File: config.mk
export PLATFORM = sky130hd
export DESIGN_NAME = hazard_ctrl_flat
export DESIGN_NICKNAME = d
export VERILOG_FILES = /design/src/rtl/hazard_ctrl_pkg.sv /design/src/rtl/hazard_ctrl_if.sv /design/src/rtl/hazard_ctrl_cmp.sv /design/src/rtl/hazard_ctrl.sv /design/src/flat_wrapper.sv
export SDC_FILE = /design/constraint.sdc
export NUM_CORES = 1
export LEC_CHECK = 0
export ABC_CLOCK_PERIOD_IN_PS = 3900
export BUFFER_PORTS_ARGS = -buffer_cell sky130_fd_sc_hd__buf_2
export CORE_MARGIN = 2
export CORE_UTILIZATION = 45
export DETAILED_ROUTE_END_ITERATION = 10
export GPL_ROUTABILITY_DRIVEN = 0
export PLACE_DENSITY_LB_ADDON = 0.08
export SYNTH_ARGS = -nofsm -noshare
export SYNTH_HDL_FRONTEND = slang
export SYNTH_HIERARCHICAL = 1
export SYNTH_SLANG_ARGS = --single-unit
File: constraint.sdc
create_clock -name clk -period 3.9 [get_ports clk]
set_input_delay 0.585 -clock clk [delete_from_list [all_inputs] [get_ports clk]]
set_output_delay 0.585 -clock clk [all_outputs]
set_load 0.02 [all_outputs]
File: src/rtl/hazard_ctrl_pkg.sv
// Shared definitions for the hazard controller: default widths, the x0 index
// and the memory-wait FSM state type.
package hazard_ctrl_pkg;

    localparam int DEF_REG_AW = 5;
    localparam int X0_IDX     = 0;

    typedef enum logic [0:0] {
        ST_IDLE     = 1'b0,
        ST_MEM_WAIT = 1'b1
    } hz_state_e;

    // A zero-latency memory still needs a legal one-bit wait counter.
    function automatic int wcntWidth(input int lat);
        return (lat > 0) ? $clog2(lat + 1) : 1;
    endfunction

endpackage

File: src/rtl/hazard_ctrl_if.sv
// Bundle of ID/EX/MEM hazard inputs and pipeline-control outputs exchanged
// between the pipeline (master) and the hazard controller (slave).
interface hazard_ctrl_if
    import hazard_ctrl_pkg::*;
#(
    parameter int REG_AW = DEF_REG_AW,
    parameter int CNT_W  = 32
);
    logic [REG_AW-1:0] ifid_rs1;
    logic [REG_AW-1:0] ifid_rs2;
    logic              ifid_use_rs1;
    logic              ifid_use_rs2;
    logic              idex_mem_read;
    logic              idex_reg_write;
    logic [REG_AW-1:0] idex_rd;
    logic              exmem_mem_read;
    logic              exmem_reg_write;
    logic [REG_AW-1:0] exmem_rd;
    logic              branch_taken;

    logic              pc_write;
    logic              ifid_write;
    logic              idex_bubble;
    logic              ifid_flush;
    logic              pipe_freeze;
    logic [CNT_W-1:0]  stall_cycles;
    logic [CNT_W-1:0]  flush_count;

    modport master (
        output ifid_rs1, ifid_rs2, ifid_use_rs1, ifid_use_rs2,
               idex_mem_read, idex_reg_write, idex_rd,
               exmem_mem_read, exmem_reg_write, exmem_rd, branch_taken,
        input  pc_write, ifid_write, idex_bubble, ifid_flush, pipe_freeze,
               stall_cycles, flush_count
    );

    modport slave (
        input  ifid_rs1, ifid_rs2, ifid_use_rs1, ifid_use_rs2,
               idex_mem_read, idex_reg_write, idex_rd,
               exmem_mem_read, exmem_reg_write, exmem_rd, branch_taken,
        output pc_write, ifid_write, idex_bubble, ifid_flush, pipe_freeze,
               stall_cycles, flush_count
    );

endinterface

File: src/rtl/hazard_ctrl_cmp.sv
// Single source/destination RAW match: only a real read of a non-x0 register
// against a stage that actually writes it counts.
module hazard_ctrl_cmp
    import hazard_ctrl_pkg::*;
#(
    parameter int REG_AW = DEF_REG_AW
) (
    input  logic [REG_AW-1:0] i_src,
    input  logic              i_use,
    input  logic [REG_AW-1:0] i_rd,
    input  logic              i_wr,
    output logic              o_match
);

    assign o_match = i_use && i_wr && (i_rd != REG_AW'(X0_IDX)) && (i_src == i_rd);

endmodule

File: src/rtl/hazard_ctrl.sv
// Pipeline hazard controller: RAW stalls, branch flushes, multi-cycle load
// freeze and saturating stall/flush counters.
module hazard_ctrl
    import hazard_ctrl_pkg::*;
#(
    parameter int REG_AW   = DEF_REG_AW,
    parameter int LOAD_LAT = 0,
    parameter int FWD_EN   = 1,
    parameter int CNT_W    = 32
) (
    input  logic           clk,
    input  logic           rst,
    hazard_ctrl_if.slave   io_hz
);

    localparam int WCNT_W = wcntWidth(LOAD_LAT);

    hz_state_e         r_state;
    logic [WCNT_W-1:0] r_wcnt;
    logic [CNT_W-1:0]  r_stallCycles;
    logic [CNT_W-1:0]  r_flushCount;

    logic [REG_AW-1:0] w_src [2];
    logic              w_use [2];
    logic [REG_AW-1:0] w_rd  [3];
    logic              w_wr  [3];
    logic [5:0]        w_hit;
    logic              w_loadUse;
    logic              w_rawStall;
    logic              w_freezeEntry;
    logic              w_freeze;
    logic              w_flush;
    logic              w_bubbleRaw;

    // Stage 0 is the load-only view of EX, stage 1 any EX writer, stage 2 any MEM writer.
    assign w_src[0] = io_hz.ifid_rs1;
    assign w_src[1] = io_hz.ifid_rs2;
    assign w_use[0] = io_hz.ifid_use_rs1;
    assign w_use[1] = io_hz.ifid_use_rs2;
    assign w_rd[0]  = io_hz.idex_rd;
    assign w_rd[1]  = io_hz.idex_rd;
    assign w_rd[2]  = io_hz.exmem_rd;
    assign w_wr[0]  = io_hz.idex_mem_read;
    assign w_wr[1]  = io_hz.idex_reg_write | io_hz.idex_mem_read;
    assign w_wr[2]  = io_hz.exmem_reg_write | io_hz.exmem_mem_read;

    for (genvar s = 0; s < 2; s++) begin : g_src
        for (genvar p = 0; p < 3; p++) begin : g_stage
            hazard_ctrl_cmp #(.REG_AW(REG_AW)) u_cmp (
                .i_src   (w_src[s]),
                .i_use   (w_use[s]),
                .i_rd    (w_rd[p]),
                .i_wr    (w_wr[p]),
                .o_match (w_hit[s*3+p])
            );
        end
    end

    assign w_loadUse     = w_hit[0] | w_hit[3];
    assign w_rawStall    = (FWD_EN != 0) ? w_loadUse : (|w_hit);
    assign w_freezeEntry = (LOAD_LAT > 0) && (r_state == ST_IDLE) && io_hz.exmem_mem_read;
    assign w_freeze      = !rst && ((r_state == ST_MEM_WAIT) || w_freezeEntry);
    assign w_flush       = !rst && !w_freeze && io_hz.branch_taken;
    assign w_bubbleRaw   = !rst && !w_freeze && !io_hz.branch_taken && w_rawStall;

    assign io_hz.pc_write     = !w_freeze && !w_bubbleRaw;
    assign io_hz.ifid_write   = !w_freeze && !w_bubbleRaw;
    assign io_hz.idex_bubble  = w_flush | w_bubbleRaw;
    assign io_hz.ifid_flush   = w_flush;
    assign io_hz.pipe_freeze  = w_freeze;
    assign io_hz.stall_cycles = rst ? '0 : r_stallCycles;
    assign io_hz.flush_count  = rst ? '0 : r_flushCount;

    // The entry cycle is the first freeze cycle, so MEM_WAIT covers the remaining LOAD_LAT-1.
    always_ff @(posedge clk) begin
        if (rst) begin
            r_state       <= ST_IDLE;
            r_wcnt        <= '0;
            r_stallCycles <= '0;
            r_flushCount  <= '0;
        end else begin
            if (r_state == ST_IDLE) begin
                if (w_freezeEntry && (LOAD_LAT > 1)) begin
                    r_state <= ST_MEM_WAIT;
                    r_wcnt  <= WCNT_W'(LOAD_LAT - 1);
                end
            end else begin
                r_wcnt <= r_wcnt - WCNT_W'(1);
                if (r_wcnt <= WCNT_W'(1)) begin
                    r_state <= ST_IDLE;
                end
            end
            if ((w_freeze || w_bubbleRaw) && (r_stallCycles != '1)) begin
                r_stallCycles <= r_stallCycles + CNT_W'(1);
            end
            if (w_flush && (r_flushCount != '1)) begin
                r_flushCount <= r_flushCount + CNT_W'(1);
            end
        end
    end

endmodule

File: src/flat_wrapper.sv
// flat-port wrapper written by rule: the top's interface ports become plain ports
module hazard_ctrl_flat import hazard_ctrl_pkg::*;
#(
    parameter int REG_AW   = DEF_REG_AW,
    parameter int LOAD_LAT = 0,
    parameter int FWD_EN   = 1,
    parameter int CNT_W    = 32
)
  (clk, rst, io_hz_ifid_rs1, io_hz_ifid_rs2, io_hz_ifid_use_rs1, io_hz_ifid_use_rs2, io_hz_idex_mem_read, io_hz_idex_reg_write, io_hz_idex_rd, io_hz_exmem_mem_read, io_hz_exmem_reg_write, io_hz_exmem_rd, io_hz_branch_taken, io_hz_pc_write, io_hz_ifid_write, io_hz_idex_bubble, io_hz_ifid_flush, io_hz_pipe_freeze, io_hz_stall_cycles, io_hz_flush_count);
  hazard_ctrl_if #(.REG_AW(REG_AW), .CNT_W(CNT_W)) io_hz_i ();
  input  logic clk;
  input  logic rst;
  input wire logic [$bits(io_hz_i.ifid_rs1)-1:0] io_hz_ifid_rs1;
  input wire logic [$bits(io_hz_i.ifid_rs2)-1:0] io_hz_ifid_rs2;
  input wire logic [$bits(io_hz_i.ifid_use_rs1)-1:0] io_hz_ifid_use_rs1;
  input wire logic [$bits(io_hz_i.ifid_use_rs2)-1:0] io_hz_ifid_use_rs2;
  input wire logic [$bits(io_hz_i.idex_mem_read)-1:0] io_hz_idex_mem_read;
  input wire logic [$bits(io_hz_i.idex_reg_write)-1:0] io_hz_idex_reg_write;
  input wire logic [$bits(io_hz_i.idex_rd)-1:0] io_hz_idex_rd;
  input wire logic [$bits(io_hz_i.exmem_mem_read)-1:0] io_hz_exmem_mem_read;
  input wire logic [$bits(io_hz_i.exmem_reg_write)-1:0] io_hz_exmem_reg_write;
  input wire logic [$bits(io_hz_i.exmem_rd)-1:0] io_hz_exmem_rd;
  input wire logic [$bits(io_hz_i.branch_taken)-1:0] io_hz_branch_taken;
  output wire logic [$bits(io_hz_i.pc_write)-1:0] io_hz_pc_write;
  output wire logic [$bits(io_hz_i.ifid_write)-1:0] io_hz_ifid_write;
  output wire logic [$bits(io_hz_i.idex_bubble)-1:0] io_hz_idex_bubble;
  output wire logic [$bits(io_hz_i.ifid_flush)-1:0] io_hz_ifid_flush;
  output wire logic [$bits(io_hz_i.pipe_freeze)-1:0] io_hz_pipe_freeze;
  output wire logic [$bits(io_hz_i.stall_cycles)-1:0] io_hz_stall_cycles;
  output wire logic [$bits(io_hz_i.flush_count)-1:0] io_hz_flush_count;
  assign io_hz_i.ifid_rs1 = io_hz_ifid_rs1;
  assign io_hz_i.ifid_rs2 = io_hz_ifid_rs2;
  assign io_hz_i.ifid_use_rs1 = io_hz_ifid_use_rs1;
  assign io_hz_i.ifid_use_rs2 = io_hz_ifid_use_rs2;
  assign io_hz_i.idex_mem_read = io_hz_idex_mem_read;
  assign io_hz_i.idex_reg_write = io_hz_idex_reg_write;
  assign io_hz_i.idex_rd = io_hz_idex_rd;
  assign io_hz_i.exmem_mem_read = io_hz_exmem_mem_read;
  assign io_hz_i.exmem_reg_write = io_hz_exmem_reg_write;
  assign io_hz_i.exmem_rd = io_hz_exmem_rd;
  assign io_hz_i.branch_taken = io_hz_branch_taken;
  assign io_hz_pc_write = io_hz_i.pc_write;
  assign io_hz_ifid_write = io_hz_i.ifid_write;
  assign io_hz_idex_bubble = io_hz_i.idex_bubble;
  assign io_hz_ifid_flush = io_hz_i.ifid_flush;
  assign io_hz_pipe_freeze = io_hz_i.pipe_freeze;
  assign io_hz_stall_cycles = io_hz_i.stall_cycles;
  assign io_hz_flush_count = io_hz_i.flush_count;
  hazard_ctrl #(.REG_AW(REG_AW), .LOAD_LAT(LOAD_LAT), .FWD_EN(FWD_EN), .CNT_W(CNT_W)) u_core (.clk(clk), .rst(rst), .io_hz(io_hz_i));
endmodule
==> results by group <==
Run status
  – Status: finished, final reports clean

GRT
  – First-pass GRT wire length: 15.1 mm
  – Gr usage total: 20.6%
  – Largest net degree at the start of global routing: 81
  – Initial antenna violation count: 0
  – Vias in the first global route: 3,264
  – Grt ovf: 0

Synthesis
  – XOR/XNOR Fraction of Synth Area: 4.33%
  – Seq cells post-synth: 64
  – Adder-cell share of the synthesized area: 0.651%
  – Syn_area_per_cell: 7.86 µm²
  – Netlist cell types: 46
  – Post-synthesis sequential area ratio: 33.3%
  – Mux contribution to synthesized area: 5.27%
  – Post-synth EDFFs: 0
  – Dominant synthesized flop cell: dfxtp_1
  – Compound-Gate Fraction of Synth Area: 11.6%
  – Syn Inst Count: 489
  – Fraction of registers with async set/reset: 0%
  – Mapped cell area: 0.00384 mm²
  – Largest family of logic cells by synthesized area: simple AND/OR/NAND/NOR gates
  – Synth warn: 6
  – Post-synth net total: 520
  – Simple-Gate Fraction of Synth Area: 40.9%

Cells and area
  – Area taken by multi-input logic gates: 0.00242 mm²
  – Nets@finish: 599
  – Filler cells: 851
  – Share of layout cells above drive strength 1: 23.8%
  – Area Overhead vs Synth: 17.5%
  – Reg area: 0.00128 mm²
  – Final core utilization: 54.7%
  – N_diodes: 0
  – Finished Layout Cells: 677

Clock network
  – CTS Buffer Depth: 2
  – Worst-Skew Late Latency: 0.35 ns
  – Clock Tree Root: clkbuf_8
  – H-tree levels: 3
  – CTS tree: built
  – TritonCTS Buffers: 9
  – # hold bufs at CTS: 0
  – Post-CTS Resized: 0
  – Setup bufs post-CTS: 0
  – Clock transition at path regs: 0.08 ns
  – Clock Sinks: 64

Die
  – Die Wd: 96.4 µm
  – Row cnt: 33
  – Core Region: 0.00826 mm²
  – DIE AREA: 0.00930 mm²
  – Initial Util: 46.6%
  – Die Y-Extent: 96.4 µm
  – I/O pins: 98

Drt
  – Drt drc: 0
  – DR pass1 iterations: 4
  – Vias/cell: 5.58
  – WL/cell: 13.8 µm
  – Remaining antenna violation count: 0
  – Via count: 3,775
  – DRT Wirelength: 9.35 mm
  – Initial DRC count: 149

Pwr
  – PwrDens: 275 mW/mm²
  – Net Switching: 0.304 mW
  – Flop pwr share: 53.0%
  – Sw Ratio: 24.5%
  – Internal power: 0.937 mW
  – Worst vdd ir: 189 µV
  – Leak Pwr: 1.76 nW
  – Share of power burned in combinational logic: 5.3%
  – Clock power frac: 41.7%

STA
  – Fmax: 339 MHz
  – Finish-stage setup viols: 0
  – Pins Over Slew Limit: 0
  – Final hold viol count: 0
  – Post-layout min period: 2.95 ns
  – RSZ-0062 raised after global routing: no
  – Worst clock skew: 0.0106 ns
  – Worst-Margin Slew: 0.951 ns
  – Setup_tns: 0 ns
  – Rel. slew slack: 36.0%
  – Final period utilization: 75.5%

Flow run
  – Max Cap Viol: 0

Place
  – IO Port Bufs: 88
  – Post-Place Cells: 662
  – Post-DP HPWL: 6.66 mm

Critical path
  – Crit path kind: primary input to flip-flop
  – Worst endpoint required time: 4.17 ns
  – Crit. End Element: flip-flop
  – WP data arrival: 3.22 ns
  – Worst-path fanout max: 15
  – Worst setup SP type: primary input

Worst hold path
  – Hold Path Class: flip-flop to flip-flop
[metal layers]
| metal | vias to the layer above | wire length [µm] | track usage [%] |
|---|---|---|---|
| li1 | 1929 | - | - |
| met1 | 1763 | 4580 | 28.2 |
| met2 | 73 | 4120 | 31.6 |
| met3 | 10 | 551 | 5.51 |
| met4 | 0 | 106 | 6.22 |
| met5 | - | 0 | 0 |
[worst paths after layout]
check,cells after the start,slack (ns),startpoint,to
worst min-delay path,2,0.50,u_core/r_flushCount[23],u_core/r_flushCount[23]
worst max register to register,6,1.50,u_core/r_stallCycles[18],u_core/r_stallCycles[10]
worst max-delay path,9,0.95,io_hz_idex_rd[0],u_core/r_stallCycles[31]
worst min register to register,2,0.50,u_core/r_flushCount[23],u_core/r_flushCount[23]
[logic make-up (layout without fill, tap and decap cells)]
group,after synthesis,count (layout)
buffers and inverters,36,119
AO/OA/AOI/OAI,76,76
XOR/XNOR,19,19
multiplexers,18,18
AND/OR/NAND/NOR,273,273
adder cells (fa/ha/maj),2,2
flip-flops,64,64
other,1,1
[stage by stage]
| stage | cell area, µm² | worst slack (ns) | hold slack, ns | total power, mW |
|---|---|---|---|---|
| after floorplan | 3840 | 1.18 | 0.451 | 0.716 |
| after global placement | 4350 | 0.664 | 0.470 | 0.738 |
| after detailed placement | 4350 | 0.607 | 0.483 | 0.740 |
| after CTS | 4520 | 0.957 | 0.495 | 1.26 |
| after global routing | 4520 | 0.743 | 0.521 | 1.29 |
| final | 4520 | 0.954 | 0.498 | 1.24 |
[power groups by stage]
stage | clock network [mW] | logic (mW) | registers [mW]
final | 0.517 | 0.0661 | 0.658
after global routing | 0.562 | 0.0741 | 0.658
after CTS | 0.530 | 0.0674 | 0.658
after detailed placement | 0 | 0.0670 | 0.673
after global placement | 0 | 0.0650 | 0.673
after floorplan | 0 | 0.0438 | 0.672
[sequential cells by signal (all words and copies together), names as in the netlist]
signal / flops
u_core/r_stallCycles: 32
u_core/r_flushCount: 32
[cells in the final DEF, fill, tap and decap left out, types with 11 or more instances in the layout]
cell type  synthesis  routed
nand2_1           35      35
nor2_1            40      40
o21ai_0           30      30
buf_2              4      87
or4_1             20      20
nor2b_1           60      60
inv_1             12      12
clkbuf_8           0      11
a21oi_1           28      28
xnor2_1           15      15
mux2_2            18      18
dfxtp_1           64      64
or3_1             19      19
nand3_1           25      25
nand4_1           21      21
[cell type report]
type | count | share of cell area [%]
repair buffers | 92 | 10.5
inverters | 12 | 0.997
clock inverters | 4 | 0.443
multi-input cells | 389 | 53.5
well taps | 105 | 2.91
flip-flops and latches | 64 | 28.4
clock buffers | 11 | 3.35
[Yosys cell counts (2+ instances only)]
| cell type | number | area [µm²] |
|---|---|---|
| or4_1 | 20 | 150 |
| nor4_1 | 9 | 56.3 |
| nor3_1 | 6 | 30.0 |
| clkbuf_1 | 15 | 56.3 |
| buf_4 | 2 | 15.0 |
| xnor2_1 | 15 | 131 |
| and4_1 | 6 | 52.6 |
| o31ai_1 | 8 | 60.1 |
| nand4_1 | 21 | 131 |
| or2_2 | 3 | 18.8 |
| or3_1 | 19 | 119 |
| and3_1 | 9 | 56.3 |
| nor2b_1 | 60 | 375 |
| inv_1 | 12 | 45.0 |
| dfxtp_1 | 64 | 1280 |
| and2_0 | 2 | 12.5 |
| buf_2 | 4 | 20.0 |
| xor2_1 | 4 | 35.0 |
| o2111ai_1 | 4 | 35.0 |
| nor2_1 | 40 | 150 |
| nand2b_1 | 2 | 12.5 |
| o21ai_0 | 30 | 150 |
| mux2_2 | 18 | 203 |
| ha_1 | 2 | 25.0 |
| a21oi_1 | 28 | 140 |
| buf_1 | 3 | 11.3 |
| nand3_1 | 25 | 125 |
| and2_1 | 4 | 25.0 |
| nor3b_2 | 2 | 25.0 |
| nand2_1 | 35 | 131 |
| a2111o_1 | 2 | 22.5 |
[worst max-delay path: stages]
cell and delay [ns]:
buf_2 0.13, xnor2_1 0.16, o2111ai_1 0.15, nor3b_2 0.21
nor2_1 0.14, or4_1 0.57, a2111o_1 0.60, or4_1 0.52
a21oi_1 0.14
Power figures use the tool's default switching activity.
